===== config.mk =====
export PLATFORM = sky130hd
export DESIGN_NAME = mem_arbiter
export DESIGN_NICKNAME = d
export VERILOG_FILES = /design/src/rtl/mem_arbiter_pkg.sv /design/src/rtl/mem_arb_picker.sv /design/src/rtl/mem_arbiter.sv
export SDC_FILE = /design/constraint.sdc
export NUM_CORES = 1
export LEC_CHECK = 0
export BUFFER_PORTS_ARGS = -buffer_cell sky130_fd_sc_hd__buf_2
export CORE_MARGIN = 2
export CORE_UTILIZATION = 35
export CTS_BUF_LIST = sky130_fd_sc_hd__clkbuf_16
export DETAILED_ROUTE_END_ITERATION = 10
export MAX_ROUTING_LAYER = met4
export PLACE_DENSITY = 0.66
export SETUP_SLACK_MARGIN = 0.5
export SYNTH_ARGS = -nofsm -noshare
export SYNTH_HDL_FRONTEND = slang
export SYNTH_SLANG_ARGS = --single-unit

===== constraint.sdc =====
create_clock -name clk -period 5 [get_ports clk]
set_clock_uncertainty 0.05 [all_clocks]
set_input_delay 0.5 -clock clk [delete_from_list [all_inputs] [get_ports clk]]
set_output_delay 0.5 -clock clk [all_outputs]
set_load 0.01 [all_outputs]

===== src/rtl/mem_arbiter_pkg.sv =====
`default_nettype none
// +------------------------------------------------------------------------+
// | Module  : mem_arbiter_pkg                                              |
// | Purpose : Shared constants and types for the two-port memory arbiter:  |
// |           port IDs, owner-tag layout and default starvation bound.     |
// | Rev     : 1.0  initial release                                         |
// +------------------------------------------------------------------------+
package mem_arbiter_pkg;

  // Port identifiers carried in the owner tag.
  localparam logic PORT_LSU = 1'b0;
  localparam logic PORT_IF  = 1'b1;

  // Owner tag field widths.
  localparam int TAG_VALID_W = 1;
  localparam int TAG_PORT_W  = 1;

  // Default number of consecutive refusals tolerated for port 1.
  localparam int DEFAULT_MAX_WAIT = 4;

  // One stage of the owner-tag pipeline.
  typedef struct packed {
    logic [TAG_VALID_W-1:0] valid;
    logic [TAG_PORT_W-1:0]  port;
  } tag_t;

endpackage : mem_arbiter_pkg
`default_nettype wire


===== src/rtl/mem_arb_picker.sv =====
`default_nettype none
// +------------------------------------------------------------------------+
// | Module  : mem_arb_picker                                               |
// | Purpose : Combinational winner selection between port 0 (priority) and |
// |           port 1, with a saturating starvation counter for port 1.     |
// | Ports   : clk, rst_n          clock, async active-low reset            |
// |           p0_req, p1_req      requests                                 |
// |           p1_flush            fetch flush, masks port-1 grant          |
// |           p0_gnt, p1_gnt      one-cycle grant pulses (combinational)   |
// | Rev     : 1.0  initial release                                         |
// +------------------------------------------------------------------------+
module mem_arb_picker
  import mem_arbiter_pkg::*;
#(
  parameter int MAX_WAIT = DEFAULT_MAX_WAIT
) (
  input  logic clk,
  input  logic rst_n,
  input  logic p0_req,
  input  logic p1_req,
  input  logic p1_flush,
  output logic p0_gnt,
  output logic p1_gnt
);

  localparam int              CNT_W   = $clog2(MAX_WAIT + 1);
  localparam logic [CNT_W-1:0] CNT_MAX = CNT_W'(MAX_WAIT);

  logic [CNT_W-1:0] wait_cnt;
  logic             p1_ok;
  logic             starved;

  assign p1_ok   = p1_req && !p1_flush;
  assign starved = (wait_cnt == CNT_MAX);

  // Port 1 overrides port 0 only once it has been refused MAX_WAIT times.
  // Both grants are forced low while reset is asserted.
  assign p1_gnt = rst_n && p1_ok && (starved || !p0_req);
  assign p0_gnt = rst_n && p0_req && !(p1_ok && starved);

  always_ff @(posedge clk or negedge rst_n) begin
    if (!rst_n) begin
      wait_cnt <= '0;
    end else if (!p1_req || p1_flush || p1_gnt) begin
      wait_cnt <= '0;
    end else if (!starved) begin
      wait_cnt <= wait_cnt + 1'b1;
    end
  end

endmodule : mem_arb_picker
`default_nettype wire


===== src/rtl/mem_arbiter.sv =====
`default_nettype none
// +------------------------------------------------------------------------+
// | Module  : mem_arbiter                                                  |
// | Purpose : Shares a single-ported memory between the load/store unit    |
// |           (port 0) and instruction fetch (port 1). Registers the       |
// |           winning command, tags it with its owner and routes the       |
// |           one-cycle-later response back to that owner.                 |
// | Ports   : clk, rst_n                 clock, async active-low reset     |
// |           pX_req/we/addr/wdata       requester commands                |
// |           pX_gnt                     accept pulse (combinational)      |
// |           pX_rvalid/rdata            response to requester             |
// |           p1_flush                   drop in-flight port-1 responses   |
// |           mem_request/we/addr/wdata  registered memory command         |
// |           mem_valid/rdata            memory response                   |
// | Rev     : 1.0  initial release                                         |
// +------------------------------------------------------------------------+
module mem_arbiter
  import mem_arbiter_pkg::*;
#(
  parameter int DATA_WIDTH = 32,
  parameter int ADDR_WIDTH = 32,
  parameter int MAX_WAIT   = DEFAULT_MAX_WAIT
) (
  input  logic                  clk,
  input  logic                  rst_n,
  input  logic                  p0_req,
  input  logic                  p0_we,
  input  logic [ADDR_WIDTH-1:0] p0_addr,
  input  logic [DATA_WIDTH-1:0] p0_wdata,
  output logic                  p0_gnt,
  output logic                  p0_rvalid,
  output logic [DATA_WIDTH-1:0] p0_rdata,
  input  logic                  p1_req,
  input  logic                  p1_we,
  input  logic [ADDR_WIDTH-1:0] p1_addr,
  input  logic [DATA_WIDTH-1:0] p1_wdata,
  output logic                  p1_gnt,
  output logic                  p1_rvalid,
  output logic [DATA_WIDTH-1:0] p1_rdata,
  input  logic                  p1_flush,
  output logic                  mem_request,
  output logic                  mem_we,
  output logic [ADDR_WIDTH-1:0] mem_addr,
  output logic [DATA_WIDTH-1:0] mem_wdata,
  input  logic                  mem_valid,
  input  logic [DATA_WIDTH-1:0] mem_rdata
);

  tag_t tag_a;  // owner of the command currently on mem_*
  tag_t tag_b;  // owner of the response currently on mem_valid
  logic any_gnt;

  mem_arb_picker #(
    .MAX_WAIT (MAX_WAIT)
  ) u_picker (
    .clk      (clk),
    .rst_n    (rst_n),
    .p0_req   (p0_req),
    .p1_req   (p1_req),
    .p1_flush (p1_flush),
    .p0_gnt   (p0_gnt),
    .p1_gnt   (p1_gnt)
  );

  assign any_gnt = p0_gnt || p1_gnt;

  always_ff @(posedge clk or negedge rst_n) begin
    if (!rst_n) begin
      mem_request <= 1'b0;
      mem_we      <= 1'b0;
      mem_addr    <= '0;
      mem_wdata   <= '0;
      tag_a       <= '0;
      tag_b       <= '0;
    end else begin
      mem_request <= any_gnt;
      // Command fields hold their last value when nobody wins.
      if (p1_gnt) begin
        mem_we    <= p1_we;
        mem_addr  <= p1_addr;
        mem_wdata <= p1_wdata;
      end else if (p0_gnt) begin
        mem_we    <= p0_we;
        mem_addr  <= p0_addr;
        mem_wdata <= p0_wdata;
      end
      // A flushed port-1 grant never reaches stage A because the picker
      // already masks p1_gnt; the stage-A port-1 tag is invalidated on its
      // way into stage B. Stage B's own port-1 tag is suppressed at the
      // output and then overwritten, which has the same effect.
      tag_a.valid <= any_gnt;
      tag_a.port  <= p1_gnt ? PORT_IF : PORT_LSU;
      tag_b.valid <= tag_a.valid && !(p1_flush && (tag_a.port == PORT_IF));
      tag_b.port  <= tag_a.port;
    end
  end

  // Responses without a valid owner tag are ignored; a valid tag with no
  // mem_valid simply retires.
  assign p0_rvalid = rst_n && tag_b.valid[0] && (tag_b.port == PORT_LSU) && mem_valid;
  assign p1_rvalid = rst_n && tag_b.valid[0] && (tag_b.port == PORT_IF) && mem_valid
                     && !p1_flush;
  assign p0_rdata  = mem_rdata;
  assign p1_rdata  = mem_rdata;

endmodule : mem_arbiter
`default_nettype wire


# Yosys cells after proc, flatten, opt, wreduce, memory -nomap -nowiden
# Cells that the tools add are included.
# W data, S select, Z words.
[classes]
addsub = 1
eq_ne = 2
mux = 9
bitwise = 1
n_reduce_logical = 24
[ops]
columns = ["cell", "n"]
rows = [
  ["$mux W32", 4],
  ["$logic_and A1 B1 Y1", 14],
  ["$mux W3", 2],
  ["$logic_not A1 Y1", 5],
  ["$logic_or A1 B1 Y1", 4],
  ["$add A3 B1 Y3 const B", 1],
  ["$eq A3 B3 Y1 const B", 1],
  ["$mux W1", 3],
  ["$ne A2 B2 Y1 const B", 1],
  ["$reduce_bool A2 Y1", 1],
  ["$not A1 Y1", 1],
]
[word_totals]
register_bits = 72
out_inout_bits = 134

# Longest topological paths before layout
# Gate-level depths: netlist of run 1.
[depth]
word_depth = 7
ltp_mapped = 7
mapped_depth_nobuf = 5

# Hierarchy
# Synthesis of run 1 repeated with hierarchy kept, for this count alone.
[hier_totals]
cells_unflattened = 378
area_unflattened_um2 = 3867.5
[by_module_without_submodules]
columns = ["module", "instances", "cells_per_inst", "area_per_inst_um2", "seq_area_each_um2"]
rows = [
  ["mem_arbiter", 1, 355, 3661.0, 1726.7],
  ["mem_arb_picker", 1, 23, 206.4, 75.1],
]

# Worst setup path after synthesis of run 1
# No wires, ideal clock.
[synth_timing]
path_type = "input to output"
startpoint = "input port p1_flush"
endpoint = "output port p0_gnt"
arrival_ps = 1181
path_slack_ps = 3269
path_stages = 5
path_cell_list = "nand2b_4 -> buf_6 -> buf_2 -> nor2_1 -> nor3_1"
[synth_between]
elab_chain_cells = 5
[synth_lines]
columns = ["item", "line_no", "text"]
rows = [
  ["from (decl)", "mem_arbiter.sv:40", "input logic p1_flush,"],
  ["$logic_not A1 Y1", "mem_arb_picker.sv:33", "assign p1_ok = p1_req && !p1_flush;"],
  ["$logic_and A1 B1 Y1", "mem_arb_picker.sv:33", ""],
  ["$logic_and A1 B1 Y1", "mem_arb_picker.sv:39", "assign p0_gnt = rst_n && p0_req && !(p1_ok && starved);"],
  ["$logic_not A1 Y1", "mem_arb_picker.sv:39", ""],
  ["$logic_and A1 B1 Y1", "mem_arb_picker.sv:39", ""],
  ["to (decl)", "mem_arbiter.sv:30", "output logic p0_gnt,"],
]
# Every way passes these cells.

# Worst setup path after layout of run 1
[layout_timing]
startpoint = "input port p1_req"
endpoint = "output port p1_gnt"
[layout_between]
elab_chain_cells = 3
[layout_lines]
columns = ["item", "line_no", "text"]
rows = [
  ["from (decl)", "mem_arbiter.sv:33", "input logic p1_req,"],
  ["$logic_and A1 B1 Y1", "mem_arb_picker.sv:33", ""],
  ["$logic_and A1 B1 Y1 (2 in a row)", "mem_arb_picker.sv:38", "assign p1_gnt = rst_n && p1_ok && (starved || !p0_req);"],
  ["to (decl)", "mem_arbiter.sv:37", "output logic p1_gnt,"],
]
# Every way passes these cells.

==> results.toml, run 1 <==
[status]
status = "finished clean"

[route]
detail_route.vias_per_cell = 5.891
antenna_left = 0
wl_per_cell_um = 19.75
dr_total_vias = 4577
dr.pass1.iters = 5
drcViolationCount = 0
wl_mm = 15.35
initialDrtViolationCount = 247

[synth]
synth_flop_cell = "dfrtp_1"
ys_ff_latch = 72
yosys.area.top_type_share_pct = 33.13
synthDistinctLibCells = 30
postSynthCellCount = 496
synth_area_per_cell_um2 = 10.96
synthMostInstantiatedCell = "buf_4"
synthesis.nets = 666
yosys-top-cells-area = "dfrtp_1 33%, and4b_1 12%, a2bb2oi_2 11%"
asyncSetResetFlopFracSynth_pct = 100.0
synth_seq_area_share_pct = 33.13
mappedNetlistArea_um2 = 5438
synth.yosys.warnings = 0
dominant_cell_type_by_area_after_synthesis = "dfrtp_1"
number_of_synthesized_flops_with_an_enable_pin = 0
synth.cells.most_frequent = "73 x buf_4, 72 x dfrtp_1, 66 x o21ai_0"

[pwr]
power_leakage_nw = 2.761
power.density_cell_area_nw_per_um2 = 304.8
vdd.ir_drop.worst_mv = 0.1515
report.power.total_mw = 1.879

[clock_network]
cts.htree.levels = 3
tritoncts = "done"
worst_skew_pair.late_latency_ns = 0.33
root_buffer = "clkbuf_16"
hold_buffers = 0
postCtsResizedCells = 0
clock_buffer_count_from_cts = 9
cts.sink_count = 72
clk_pin_slew_ns = 0.06
clock_path_buffers = 2
cts_post_setup_buffers_inserted = 0

[critical_path]
cp_data_required_time_ns = 4.45
cell_at_the_slowest_stage_of_the_critical_path = "nand3b_1"
cp_data_arrival_time_ns = 3.13
cp_num_buf_inv = 2
path_cells = "buf_2 -> nand3b_1 -> nor2_1 -> buf_2"
cp-start-kind = "input pin"
critical-path-top-cell-by-count = "buf_2"
crit_path_max_incr_delay_ns = 1.07
worst_setup_path_endpoint = "p1_gnt"
critPathCaptureType = "primary output"
crit_path_max_fanout = 67
criticalPathCategory = "input pin to primary output"
path_depth = 4
critPathTopFamily = "simple AND/OR/NAND/NOR gates"
worst_r2r_path_depth = 6
r2r_setup_slack_ns = 2.61
rr_endpoint = "mem_wdata[1]"
worstReg2RegStart = "u_picker.wait_cnt[0]"
source_of_the_critical_timing_path = "p1_req"

[die]
design.portCount = 302
count_of_standard_cell_rows = 45
dieWidth_um = 128.6
core_area_um2 = 15200
die_height_um = 128.6
initial_utilization_pct = 35.77
dieArea_um2 = 16550

[place]
gp_congestion = 0.7605
place_ws_ns = 1.278
place.port_buffers = 205
hpwl_mm = 9.895

[global_route]
maximum_number_of_pins_on_one_net_before_global_route_repair = 74
grt_antenna_before_repair = 1
number_of_global_route_vias_before_repair = 4392
grt_first_pass_wirelength_mm = 23.23
global_route.peak_usage_layer = "met2"
met2_layer_usage_reported_by_global_route_pct = 28.60
grt.met3_usage_pct = 5.156
gr-usage-met1_pct = 22.60
globalRoute.totalOverflow = 0
grtUsageTotal_pct = 18.16

[sta]
postLayoutSetupSlackWorst_ns = 1.320
slew_headroom_pct = 19.94
timing_hold_violations_final = 0
setup_viol = 0
slew_viol_final = 0
setup_tns_after_final_layout_ns = 0
timing_worst_slew_pin_value_ns = 1.197
timing.final.crit_period_ns = 3.680
max_freq_mhz = 271.7
unrepaired_setup_endpoints_after_global_routing = "false"
final.period_utilization_pct = 73.61

[job]
drv.max_cap_violation_count = 0

[final_layout]
multi_input_comb_area_um2 = 2724
nets = 753
area.sequential_um2 = 1802
fillerInstances = 1516
utilization_pct = 40.54
area_growth_syn_to_layout_pct = 13.35
drive_gt1_share_pct = 50.68

[hold_path]
worst_hold_path_type = "input pin to async pin"
[power breakdown]
group	switching (mW)	leakage [nW]	total, mW	internal (mW)
clock network	0.253	0.153	0.685	0.432
logic	0.241	1.79	0.479	0.238
registers	0.0540	0.813	0.715	0.661
total	0.548	2.76	1.88	1.33
[stage by stage]
stage	hold slack, ns	instance area, um^2	instances
after detailed placement	0.3226	5849	760
final	0.1675	6163	777
after floorplan	0.1544	5438	496
after global placement	0.3105	5849	760
after CTS	0.1817	6161	776
after global routing	0.2258	6163	777
[how the worst min path moves through the flow]
| stage | slack (ns) | startpoint | endpoint |
|---|---|---|---|
| floorplan | 0.15 | rst_n | mem_addr[0] |
| global placement | 0.31 | tag_a[0] | tag_b[0] |
| detailed placement | 0.32 | tag_a[0] | tag_b[0] |
| CTS | 0.18 | rst_n | mem_addr[22] |
| global route | 0.23 | rst_n | mem_addr[18] |
| finish | 0.17 | rst_n | mem_addr[18] |
[worst reg2reg max path: stages (launching register included)]
cell and delay (ns):
dfrtp_1 0.38, inv_1 0.07, ha_1 0.29, a21boi_4 0.63, buf_4 0.46, o21ai_0 0.23
a2bb2oi_2 0.21
[logic make-up (layout without fill, tap and decap cells)]
logic type / count (synthesis) / after routing / share of synthesized area, %
buf+inv: 139 / 231 / 17.17
flops: 72 / 72 / 33.13
simple gates: 81 / 81 / 13.69
compound gates: 202 / 202 / 35.55
other cells: 0 / 1 / 0
fa+ha+maj: 2 / 2 / 0.4601
[area by class of cell]
type                       count  area share [%]
multi-input combinational    285           44.19
sequential                    72           29.23
timing repair buffer         211           17.42
tap                          188           3.816
clock buffer                   9           3.654
clock inverter                 7           1.401
inverter                       4          0.2436
antenna                        1         0.04060
[flip-flops by register name, indices dropped and copies added (netlist names)]
| name | cells |
|---|---|
| mem_we | 1 |
| mem_addr | 32 |
| tag_b | 2 |
| mem_wdata | 32 |
| u_picker.wait_cnt | 3 |
| tag_a | 2 |
[placed cells by master, fill, tap and decap left out]
cell	synthesis	layout
a21oi_1	1	1
dfrtp_1	72	72
clkinv_2	0	3
nor3b_1	1	1
a2bb2oi_2	40	40
clkbuf_16	0	9
clkinv_1	0	1
a2bb2oi_1	25	25
a21boi_4	0	1
a32oi_1	1	1
a21boi_0	1	1
nor2_1	4	4
a21bo_4	0	1
ha_1	2	2
and3b_1	1	1
buf_4	73	7
nor3_1	2	2
nand2_1	2	2
inv_1	3	2
nand2b_4	1	1
o21ai_0	66	66
bufinv_16	0	2
nand3_1	2	2
buf_2	20	204
a221oi_2	26	26
inv_2	1	2
diode_2	0	1
nand2b_1	1	1
nand3b_1	2	2
a21oi_4	0	1
clkinvlp_4	0	1
and4b_1	65	65
a221oi_1	39	39
[per-layer routing]
metal	share of wire, %	up-vias
met5	0	-
met4	1.5	0
met3	7.7	21
met2	48	215
met1	43	2253
li1	-	2088
(Power assumes the default switching activity.)
==> run 2: changes to the inputs <==
- clock period: 5 -> 3.59 ns (I/O delays scaled with it)
==> results.toml, run 2 (same netlist as run 1, synthesis figures left out) <==
[die]
die_height_um = 128.6
dieWidth_um = 128.6
count_of_standard_cell_rows = 45
dieArea_um2 = 16550
design.portCount = 302
initial_utilization_pct = 35.77
core_area_um2 = 15200

[global_route]
globalRoute.totalOverflow = 0
grtUsageTotal_pct = 19.09
grt_antenna_before_repair = 0
number_of_global_route_vias_before_repair = 4607
grt_first_pass_wirelength_mm = 24.25
maximum_number_of_pins_on_one_net_before_global_route_repair = 67

[route]
drcViolationCount = 0
dr_total_vias = 4633
met2WireLength_mm = 7.634
detail_route.vias_per_cell = 5.902
dr.max_layer_used = "met4"
routed_met1_length_mm = 6.884
wl_per_cell_um = 20.15
dr.pass1.iters = 4
initialDrtViolationCount = 166
wl_mm = 15.82
met3_length_mm = 1.004
antenna_left = 0

[place]
gp_congestion = 0.8193
place_ws_ns = 1.212
place.port_buffers = 205
hpwl_mm = 10.38

[critical_path]
path_cells = "dlygate4sd3_1 -> buf_4 -> nand3b_1 -> nor2_1 -> buf_2"
cp_num_buf_inv = 3
worst_setup_path_endpoint = "p1_gnt"
path_depth = 5
source_of_the_critical_timing_path = "rst_n"
worstReg2RegStart = "u_picker.wait_cnt[0]"
cp-start-kind = "input pin"
worst_r2r_path_depth = 6
crit_path_max_fanout = 36
r2r_setup_slack_ns = 1.20
critPathTopFamily = "buffers and inverters"
critPathCaptureType = "primary output"
cp_data_arrival_time_ns = 2.35
cp_data_required_time_ns = 3.18
criticalPathCategory = "input pin to primary output"
rr_endpoint = "mem_wdata[24]"
crit_path_max_incr_delay_ns = 0.53
cell_at_the_slowest_stage_of_the_critical_path = "dlygate4sd3_1"

[sta]
unrepaired_setup_endpoints_after_global_routing = "false"
slew_viol_final = 0
slew_headroom_pct = 32.90
timing.final.crit_period_ns = 2.755
setup_tns_after_final_layout_ns = 0
setup_viol = 0
timing_worst_slew_pin_value_ns = 1.007
final.period_utilization_pct = 76.75
postLayoutSetupSlackWorst_ns = 0.8347
max_freq_mhz = 362.9
timing_hold_violations_final = 0

[final_layout]
area.sequential_um2 = 1802
nets = 762
drive_gt1_share_pct = 51.09
antennaDiodeCount = 0
utilization_pct = 41.08
fillerInstances = 1485
reg_top3 = "mem_addr x32, mem_wdata x32, u_picker.wait_cnt x3"
mostFrequentLayoutCells = "204 x buf_2, 72 x dfrtp_1, 66 x o21ai_0, 65 x and4b_1, 40 x a2bb2oi_2"
area_growth_syn_to_layout_pct = 14.84
most_common_cell_after_layout_fill_and_taps_aside = "buf_2"
multi_input_comb_area_um2 = 2724

[clock_network]
tritoncts = "done"
cts.htree.levels = 3
clock_path_buffers = 2
worst_skew_pair.late_latency_ns = 0.33
clock_buffer_count_from_cts = 9
cts.sink_count = 72
postCtsResizedCells = 0
clk_pin_slew_ns = 0.06
root_buffer = "clkbuf_16"

[pwr]
vdd.ir_drop.worst_mv = 0.2049
power.density_cell_area_nw_per_um2 = 412.1
power_leakage_nw = 2.799

[status]
status = "finished clean"

[job]
drv.max_cap_violation_count = 0

[hold_path]
worst_hold_path_type = "input pin to register"
run 2: worst min-delay path by stage:
| stage | to | cells after the start | from |
|---|---|---|---|
| 2_1_floorplan | mem_addr[0] | 0 | rst_n |
| 3_3_place_gp | mem_addr[18] | 1 | rst_n |
| 3_5_place_dp | mem_addr[22] | 1 | rst_n |
| 4_1_cts | mem_wdata[20] | 3 | p0_wdata[20] |
| 5_1_grt | mem_wdata[28] | 3 | p0_wdata[28] |
| 6_report | mem_wdata[20] | 3 | p0_wdata[20] |
run 2: per-layer routing:
metal,vias to the layer above,global-route usage [%]
met2,210,30.07
met3,31,3.950
li1,2109,-
met1,2283,23.96
met4,0,7.801
met5,-,-
run 2: power by group:
part	switching (mW)	internal [mW]	total, mW
logic	0.339	0.339	0.679
registers	0.0749	0.920	0.995
clock network	0.369	0.531	0.900
run 2: through the flow:
step | std cells | power (mW) | hold slack [ns] | cell area (um^2)
2_1_floorplan | 496 | 1.504 | 0.01341 | 5438
3_3_place_gp | 768 | 1.675 | 0.2597 | 5947
3_5_place_dp | 768 | 1.692 | 0.2621 | 5947
4_1_cts | 785 | 2.604 | 0.2140 | 6245
5_1_grt | 785 | 2.700 | 0.2238 | 6245
6_report | 785 | 2.573 | 0.2313 | 6245
run 2: worst reg2reg max path: cells and delay by family, from the launching register on:
family | cells | cell delay, ns
AO/OA/AOI/OAI | 3 | 1.11
adder cells (fa/ha/maj) | 1 | 0.29
buffers and inverters | 2 | 0.49
flip-flops | 1 | 0.37
run 2: repair_timing:
action / 4_1_cts / 5_1_grt
hold endpoints to repair: 16 / 0
buffers inserted: 0 / 0
hold buffers: 1 / 0
run 2: cell type report:
cell class,instances,share of cell area (%)
clock buffer,9,3.606
clock inverter,7,1.002
inverter,4,0.2404
multi-input combinational,285,43.62
sequential,72,28.85
tap,188,3.767
timing repair buffer,220,18.91
==> run 3: changes to the inputs <==
- ABC_AREA: default -> 1
- PLACE_DENSITY: 0.66 -> 0.69
- clock period: 3.59 -> 2.7 ns (I/O delays scaled with it)
==> results.toml, run 3 <==
[clock_network]
clock_path_buffers = 2
clk_pin_slew_ns = 0.06
worst_skew_pair.late_latency_ns = 0.32
root_buffer = "clkbuf_16"
cts.htree.levels = 3
clock_buffer_count_from_cts = 9
tritoncts = "done"
cts.sink_count = 72
cts_post_setup_buffers_inserted = 0

[die]
die_height_um = 118.6
dieArea_um2 = 14060
initial_utilization_pct = 36.10
core_area_um2 = 12720
design.portCount = 302
dieWidth_um = 118.6
count_of_standard_cell_rows = 41

[sta]
slew_viol_final = 0
setup_tns_after_final_layout_ns = 0
final.period_utilization_pct = 77.54
timing.final.crit_period_ns = 2.094
slew_headroom_pct = 42.24
timing_worst_slew_pin_value_ns = 0.8664
unrepaired_setup_endpoints_after_global_routing = "true"
setup_viol = 0
timing_hold_violations_final = 0
max_freq_mhz = 477.6

[synth]
synth.yosys.warnings = 0
postSynthCellCount = 660
synth_area_per_cell_um2 = 6.959
mappedNetlistArea_um2 = 4593
synthMostInstantiatedCell = "nand2_1"
number_of_synthesized_flops_with_an_enable_pin = 0
yosys.area.top_type_share_pct = 39.23
synthesis.nets = 830
ys_ff_latch = 72
synthDistinctLibCells = 21
yosys-top-cells-area = "dfrtp_1 39%, nand2_1 17%, nand3_1 14%"
synth_flop_cell = "dfrtp_1"
synth.cells.most_frequent = "204 x nand2_1, 137 x inv_1, 131 x nand3_1"
dominant_cell_type_by_area_after_synthesis = "dfrtp_1"
asyncSetResetFlopFracSynth_pct = 100.0
synth_seq_area_share_pct = 39.23

[place]
postPlaceCellArea_um2 = 5161
hpwl_mm = 7.791
gp_congestion = 0.7978
place.port_buffers = 205

[critical_path]
crit_path_max_fanout = 38
critical-path-top-cell-by-count = "inv_1"
path_cells = "inv_1 -> ha_1 -> nand2_1 -> nand2_2 -> nand3_2 -> buf_8 -> inv_1 -> buf_2"
cp_data_arrival_time_ns = 1.77
crit_path_max_incr_delay_ns = 0.38
cell_at_the_slowest_stage_of_the_critical_path = "dfrtp_1"
criticalPathCategory = "register to primary output"
cp_data_required_time_ns = 2.38
cp-start-kind = "register"
cp_num_buf_inv = 4
critPathTopFamily = "buffers and inverters"
critPathCaptureType = "primary output"

[final_layout]
fillerInstances = 1323
drive_gt1_share_pct = 29.49
reg_top3 = "mem_addr x32, mem_wdata x32, u_picker.wait_cnt x3"
antennaDiodeCount = 0
mostFrequentLayoutCells = "204 x buf_2, 203 x nand2_1, 137 x inv_1, 131 x nand3_1, 72 x dfrtp_1"
nets = 955
stdcell_area_um2 = 5494
most_common_cell_after_layout_fill_and_taps_aside = "buf_2"
area_growth_syn_to_layout_pct = 19.61

[route]
wl_mm = 11.09
dr_total_vias = 4206
wl_per_cell_um = 11.53
initialDrtViolationCount = 167
antenna_left = 0
drcViolationCount = 0
detail_route.vias_per_cell = 4.372
dr.pass1.iters = 4

[job]
drv.max_cap_violation_count = 0

[pwr]
power.density_cell_area_nw_per_um2 = 586.7
power_leakage_nw = 3.527
vdd.ir_drop.worst_mv = 0.2462
report.power.total_mw = 3.223

[status]
status = "finished clean"

[global_route]
globalRoute.totalOverflow = 0
number_of_global_route_vias_before_repair = 3917
maximum_number_of_pins_on_one_net_before_global_route_repair = 70
grtUsageTotal_pct = 16.24
grt_first_pass_wirelength_mm = 18.27
grt_antenna_before_repair = 0

[hold_path]
worst_hold_path_type = "input pin to register"
-- run 3: cell types whose count changed in the layout (fill, tap and decap cells not counted), moves of 25 or more --
cell / before / now
a2bb2oi_2: 40 / 0
o21ai_0: 66 / 2
nand2_1: 2 / 203
and4b_1: 65 / 0
a221oi_2: 26 / 0
a221oi_1: 39 / 0
a2bb2oi_1: 25 / 0
nand3_1: 2 / 131
inv_1: 2 / 137
-- run 3: final cells by class --
cell class	instances	area, um^2	share of cell area [%]
clock buffer	9	225.2	4.099
clock inverter	7	87.58	1.594
inverter	138	520.5	9.474
multi-input combinational	351	1545	28.13
sequential	72	1802	32.79
tap	172	215.2	3.917
timing repair buffer	213	1099	20.00
-- run 3: power by group --
part           leakage [nW]  internal [mW]  switching (mW)  total [mW]
Combinational          2.49          0.283           0.392       0.676
Clock                 0.150          0.800           0.436        1.24
Sequential            0.891           1.23          0.0838        1.31
-- run 3: through the flow --
| step | hold slack, ns | cells | setup WS (ns) | utilization (%) |
|---|---|---|---|---|
| finish | 0.1411 | 962 | 0.6064 | 43.18 |
| global route | 0.1414 | 962 | 0.4760 | 43.18 |
| CTS | 0.1334 | 962 | 0.5505 | 43.14 |
| detailed placement | 0.04899 | 945 | 0.8173 | 40.57 |
| global placement | 0.05186 | 945 | 0.8691 | 40.57 |
| floorplan | -0.07559 | 660 | 1.137 | - |
-- run 3: path summary, 6_finish.rpt --
check | cells past startpoint | end | slack (ns) | start
max in group asynchronous | 3 | mem_addr[2] | 1.25 | rst_n
min in group asynchronous | 2 | u_picker.wait_cnt[0] | 0.26 | rst_n
max | 8 | p1_gnt | 0.61 | u_picker.wait_cnt[0]
max reg2reg | 8 | mem_addr[31] | 0.97 | u_picker.wait_cnt[0]
min | 2 | tag_b[1] | 0.14 | p1_flush
min reg2reg | 0 | tag_b[0] | 0.33 | tag_a[0]
-- run 3: per-layer routing --
| metal | wire length (um) | track usage [%] | part of all wire [%] |
|---|---|---|---|
| met5 | 0 | - | 0 |
| met4 | 224 | 6.027 | 2.0 |
| met3 | 891 | 3.764 | 8.0 |
| met2 | 5128 | 26.22 | 46 |
| met1 | 4844 | 19.82 | 44 |
-- run 3: repair_timing --
action                     in CTS  in global routing
hold endpoints to repair        3                  0
hold buffers                    1                  0
gates cloned                    0                  0
gates resized for setup         1                  3
setup endpoints to repair       1                 14
-- run 3: cells by family after synthesis --
group                      after synthesis  synth area share [%]
and+or+nand+nor                        342                 31.90
buffers and inverters                  237                 27.35
adders and majority gates                2                0.5447
AOI/OAI and AO/OA                        6                0.7901
xor gates and xnor gates                 1                0.1907
DFF                                     72                 39.23
